$ cat src/rtl/muldiv_pkg.sv
// muldiv_pkg: shared RV32M func3 codes, FSM encoding and op-class helper.
package muldiv_pkg;

    localparam logic [2:0] MD_MUL    = 3'b000;
    localparam logic [2:0] MD_MULH   = 3'b001;
    localparam logic [2:0] MD_MULHSU = 3'b010;
    localparam logic [2:0] MD_MULHU  = 3'b011;
    localparam logic [2:0] MD_DIV    = 3'b100;
    localparam logic [2:0] MD_DIVU   = 3'b101;
    localparam logic [2:0] MD_REM    = 3'b110;
    localparam logic [2:0] MD_REMU   = 3'b111;

    localparam logic [1:0] S_IDLE   = 2'd0;
    localparam logic [1:0] S_CALC   = 2'd1;
    localparam logic [1:0] S_ADJUST = 2'd2;
    localparam logic [1:0] S_DONE   = 2'd3;

    function automatic logic is_div(input logic [2:0] f);
        return f >= MD_DIV;
    endfunction

endpackage

$ cat src/rtl/muldiv_step.sv
// muldiv_step: one radix-2 iteration, shift-add multiply or restoring divide.
module muldiv_step #(
    parameter int XLEN = 32
) (
    input  logic            div_i,
    input  logic [XLEN-1:0] hi_i,
    input  logic [XLEN-1:0] lo_i,
    input  logic [XLEN-1:0] b_i,
    output logic [XLEN-1:0] hi_o,
    output logic [XLEN-1:0] lo_o
);

    logic [XLEN:0] sum;
    logic [XLEN:0] diff;

    // Multiply: {hi,lo} holds partial product over multiplier; divide: remainder over dividend/quotient.
    assign sum  = {1'b0, hi_i} + (lo_i[0] ? {1'b0, b_i} : '0);
    assign diff = {hi_i, lo_i[XLEN-1]} - {1'b0, b_i};

    assign hi_o = div_i ? (diff[XLEN] ? {hi_i[XLEN-2:0], lo_i[XLEN-1]} : diff[XLEN-1:0]) : sum[XLEN:1];
    assign lo_o = div_i ? {lo_i[XLEN-2:0], ~diff[XLEN]} : {sum[0], lo_i[XLEN-1:1]};

endmodule

$ cat src/rtl/muldiv_unit.sv
// muldiv_unit: iterative RV32M multiply/divide with fixed latency, FSM-sequenced.
module muldiv_unit
    import muldiv_pkg::*;
#(
    parameter int XLEN  = 32,
    parameter int CNT_W = 5
) (
    input  logic            clk,
    input  logic            reset,
    input  logic            start,
    input  logic            flush,
    input  logic [2:0]      func3,
    input  logic [XLEN-1:0] op_a,
    input  logic [XLEN-1:0] op_b,
    output logic            busy,
    output logic            done,
    output logic [XLEN-1:0] result
);

    logic [1:0]        state_q, state_d;
    logic [CNT_W-1:0]  cnt_q, cnt_d;
    logic [2*XLEN-1:0] acc_q, acc_d;
    logic [XLEN-1:0]   b_q, b_d, res_q, res_d;
    logic [2:0]        f3_q, f3_d;
    logic              na_q, na_d, nb_q, nb_d;
    logic              a_neg, b_neg, accept;
    logic [XLEN-1:0]   step_hi, step_lo, quot, rem, adj;
    logic [2*XLEN-1:0] prod;

    assign a_neg  = op_a[XLEN-1] & (func3 == MD_MUL || func3 == MD_MULH || func3 == MD_MULHSU ||
                                    func3 == MD_DIV || func3 == MD_REM);
    assign b_neg  = op_b[XLEN-1] & (func3 == MD_MUL || func3 == MD_MULH || func3 == MD_DIV || func3 == MD_REM);
    assign accept = start & (state_q == S_IDLE || state_q == S_DONE);

    muldiv_step #(.XLEN(XLEN)) u_step (
        .div_i (is_div(f3_q)),
        .hi_i  (acc_q[2*XLEN-1:XLEN]),
        .lo_i  (acc_q[XLEN-1:0]),
        .b_i   (b_q),
        .hi_o  (step_hi),
        .lo_o  (step_lo)
    );

    // Divide-by-zero leaves an all-ones quotient that must not be sign-corrected.
    assign prod = (na_q ^ nb_q) ? -acc_q : acc_q;
    assign quot = ((na_q ^ nb_q) && b_q != '0) ? -acc_q[XLEN-1:0] : acc_q[XLEN-1:0];
    assign rem  = na_q ? -acc_q[2*XLEN-1:XLEN] : acc_q[2*XLEN-1:XLEN];
    assign adj  = is_div(f3_q) ? (f3_q[1] ? rem : quot)
                               : (f3_q == MD_MUL ? prod[XLEN-1:0] : prod[2*XLEN-1:XLEN]);

    always_comb begin
        state_d = state_q;
        cnt_d   = cnt_q;
        acc_d   = acc_q;
        b_d     = b_q;
        f3_d    = f3_q;
        na_d    = na_q;
        nb_d    = nb_q;
        res_d   = res_q;
        if (flush) begin
            state_d = S_IDLE;
        end else if (accept) begin
            state_d = S_CALC;
            cnt_d   = CNT_W'(XLEN - 1);
            f3_d    = func3;
            na_d    = a_neg;
            nb_d    = b_neg;
            b_d     = b_neg ? -op_b : op_b;
            acc_d   = {{XLEN{1'b0}}, a_neg ? -op_a : op_a};
        end else if (state_q == S_CALC) begin
            acc_d   = {step_hi, step_lo};
            cnt_d   = cnt_q == '0 ? cnt_q : cnt_q - 1'b1;
            state_d = cnt_q == '0 ? S_ADJUST : S_CALC;
        end else if (state_q == S_ADJUST) begin
            res_d   = adj;
            state_d = S_DONE;
        end else if (state_q == S_DONE) begin
            state_d = S_IDLE;
        end
    end

    always_ff @(posedge clk or posedge reset) begin
        if (reset) begin
            state_q <= S_IDLE;
            cnt_q   <= '0;
            acc_q   <= '0;
            b_q     <= '0;
            f3_q    <= '0;
            na_q    <= 1'b0;
            nb_q    <= 1'b0;
            res_q   <= '0;
        end else begin
            state_q <= state_d;
            cnt_q   <= cnt_d;
            acc_q   <= acc_d;
            b_q     <= b_d;
            f3_q    <= f3_d;
            na_q    <= na_d;
            nb_q    <= nb_d;
            res_q   <= res_d;
        end
    end

    assign busy   = state_q == S_CALC || state_q == S_ADJUST;
    assign done   = state_q == S_DONE;
    assign result = res_q;

endmodule

$ cat config.mk
export PLATFORM = sky130hd
export DESIGN_NAME = muldiv_unit
export DESIGN_NICKNAME = d
export VERILOG_FILES = /design/src/rtl/muldiv_pkg.sv /design/src/rtl/muldiv_step.sv /design/src/rtl/muldiv_unit.sv
export SDC_FILE = /design/constraint.sdc
export NUM_CORES = 1
export LEC_CHECK = 0
export CAP_MARGIN = 10
export CORE_MARGIN = 2
export CORE_UTILIZATION = 35
export CTS_CLUSTER_DIAMETER = 50
export DETAILED_ROUTE_END_ITERATION = 16
export HOLD_SLACK_MARGIN = 0.02
export RECOVER_POWER = 25
export SYNTH_ARGS = -nofsm -noshare
export SYNTH_HDL_FRONTEND = slang
export SYNTH_SLANG_ARGS = --single-unit
$ cat constraint.sdc
create_clock -name clk -period 4.76 [get_ports clk]
set_clock_uncertainty 0.1 [all_clocks]
set_input_delay 1.19 -clock clk [delete_from_list [all_inputs] [get_ports clk]]
set_output_delay 1.19 -clock clk [all_outputs]
set_load 0.01 [all_outputs]
==> run summary <==
status: finished, violations left
failing checks: max-capacitance violations, max-slew violations
hold-critical path depth: 2
Yosys cell types: 80
RSZ-0062 raised after global routing: false
pre-CTS setup slack: 437.3 ps
Core Box Area: 0.04111 mm2
first-pass GRT wire length: 78740 um
Synth Register Bits: 140
Finished Cell Area: 0.01670 mm2
Worst Path Max Fanout: 9
final cycle utilization of the critical path: 0.8297
I/O pins: 105
area grow syn2layout: 13.96%
EDFF count, synth: 0
Congestion Overflow GR: 0
GRT Util Overall: 0.2287
Hold Crit Start: result[5]
# setup viols final: 0
pwr/cell area: 601.5 mW/mm2
IO Port Bufs: 104
number of global-route vias before repair: 14006
Avg Cell Area, Syn: 7.377 um2
CP Launch Type: register
# rows: 74
antenna-violating nets left: 0
final setup TNS: 0 ps
Synth area leader: dfrtp_1
hold buffer count at CTS: 0
crit path time final: 3950 ps
Via density: 5.760
Max Cap Viol: 1
FF-to-FF End: result[30]
element type at the critical path end: register
full die area: 0.04353 mm2
Post-Route WL: 49580 um
final layout net count: 2149
register area share after synthesis: 0.2390
async set-or-reset flop fraction in the synthesized netlist: 1.000
Die Ht: 208.6 um
wire per inst: 19.44 um
Mapped Area: 0.01466 mm2
WP data arrival: 4180 ps
CP required: 4990 ps
Top FF cell, synth: dfrtp_1
share of layout cells above drive strength 1: 0.05801
max-slew violation count: 36
most frequent cells in the layout: 246 x nand2_1, 215 x o21ai_0, 188 x nor2_1
Resized cells post-CTS: 0
syn nets: 2132
Clock Latency Late Sink: 460 ps
Starting Density: 0.3566
Reg-to-Reg Start: acc_q[32]
hold worst-path end: result[5]
clock root cell: clkbuf_16
Worst slew margin: -0.07852
initial antenna violation count: 1
VDD IR max: 0.3146 mV
H-tree levels: 4
setup ws final: 810.5 ps
clk slew on worst S/H paths: 70 ps
Placed Area: 0.01618 mm2
Longest Clk Path Bufs: 2
DRC: 0
GPL Wtd Cong: 0.9008
# Post-CTS Setup Buffers: 0
top area cells in the synthesized netlist: dfrtp_1 24%, o21ai_0 7.3%, xnor2_1 7.1%
leak pwr: 6.851 nW
Final Hold Fails: 0
Fmax: 0.2532 GHz
CTS tree: built
Layout Utilization: 0.4063
synth warn: 0
die width: 208.6 um
dpl hpwl: 37540 um
Initial DRC Count: 1171
CTS buffer count: 17
TritonCTS sink count: 140
Hold Path Class: register to register
Post-Synthesis Cells: 1987
worst r2r path cells: 11
largest net degree at the start of global routing: 99
top-area cell type share of the netlist area: 0.2390
Reg2Reg Setup Slack: 810 ps
drt first pass iters: 7
critical path type: register to register
Slew @ Worst Pin: 1609 ps
via count: 14689
commonest non-fill, non-tap cell in the layout: nand2_1
worst max path at each step:
stage / start / endpoint / slack [ps] / cells past startpoint
floorplan: acc_q[0] / acc_q[62] / 1350 / 13
global placement: op_a[15] / acc_q[28] / 520 / 9
detailed placement: op_a[15] / acc_q[28] / 440 / 9
CTS: acc_q[26] / result[27] / 900 / 9
global route: reset / result[21] / 490 / 3
finish: acc_q[32] / result[30] / 810 / 11
routing by layer:
metal	routed length (um)	track usage	share of wire	vias up
li1	-	-	-	7065
met1	22530	0.3078	0.45	7066
met2	22380	0.3678	0.45	470
met3	2969	0.04073	0.060	88
met4	1698	0.08251	0.034	0
met5	0	0	0	-
area by class of cell:
cell class	count	area [um2]
Fill cell	4311	24410
Sequential cell	140	3508
Clock inverter	13	92.59
Antenna cell	1	2.502
Inverter	67	252.7
Clock buffer	19	452.9
Tap cell	532	665.6
Multi-Input combinational cell	1626	10310
Timing Repair Buffer	152	1416
sequential cells by signal, summed over array words and instances, names as in the netlist:
register and flops:
b_q 32, f3_q 3, nb_q 1, acc_q 64
na_q 1, result 32, cnt_q 5, state_q 2
kinds of logic (layout without fill, tap and decap cells):
kind of cell             count (synthesis)  count (layout)  synth area share
AO/OA/AOI/OAI                          602             602            0.2518
XOR/XNOR                               233             233            0.1392
adder cells (fa/ha/maj)                 74              74           0.06419
buffers and inverters                  221             251           0.05941
flip-flops                             140             140            0.2390
multiplexers                            60              60           0.04123
other                                    0               1                 0
AND/OR/NAND/NOR                        657             657            0.2051
Yosys cell counts (all sizes together), types with 4 or more instances:
| cell | number |
|---|---|
| a211o | 5 |
| a211oi | 37 |
| a21o | 19 |
| a21oi | 164 |
| a22oi | 20 |
| a31oi | 11 |
| a41oi | 4 |
| and2 | 10 |
| and3 | 8 |
| buf | 22 |
| clkbuf | 132 |
| dfrtp | 140 |
| ha | 72 |
| inv | 67 |
| mux2i | 57 |
| nand2 | 246 |
| nand2b | 15 |
| nand3 | 31 |
| nand4 | 15 |
| nor2 | 189 |
| nor2b | 12 |
| nor3 | 37 |
| nor4 | 24 |
| o211ai | 16 |
| o21a | 8 |
| o21ai | 222 |
| o21bai | 4 |
| o221ai | 4 |
| o311ai | 4 |
| o31ai | 31 |
| o41ai | 17 |
| or2 | 13 |
| or3 | 30 |
| or4 | 13 |
| xnor2 | 119 |
| xor2 | 114 |
metrics by stage:
stage	hold slack, ps	power, mW	cells
floorplan	371.4	6.825	1987
global placement	363.2	8.582	2517
detailed placement	371.7	8.655	2517
CTS	385.3	9.976	2549
global route	396.3	10.85	2549
finish	375.5	10.05	2550
where the power goes:
group          leakage [nW]  internal, mW  switching [mW]
Clock                 0.258         0.693           0.597
Combinational          4.78          2.69            3.93
Sequential             1.82          1.49           0.645
Total                  6.85          4.88            5.17
critical path, stage by stage (launching register included):
cell     delay [ps]
dfrtp_1         510
inv_1           230
ha_1            230
or3b_2          490
nor3_1          440
nand3_1         220
or3_1           490
o41ai_1         420
xor2_1          170
nand2_1          70
a21oi_1         360
o21ai_1          90
Note: power is estimated with default switching activity, not from simulation.
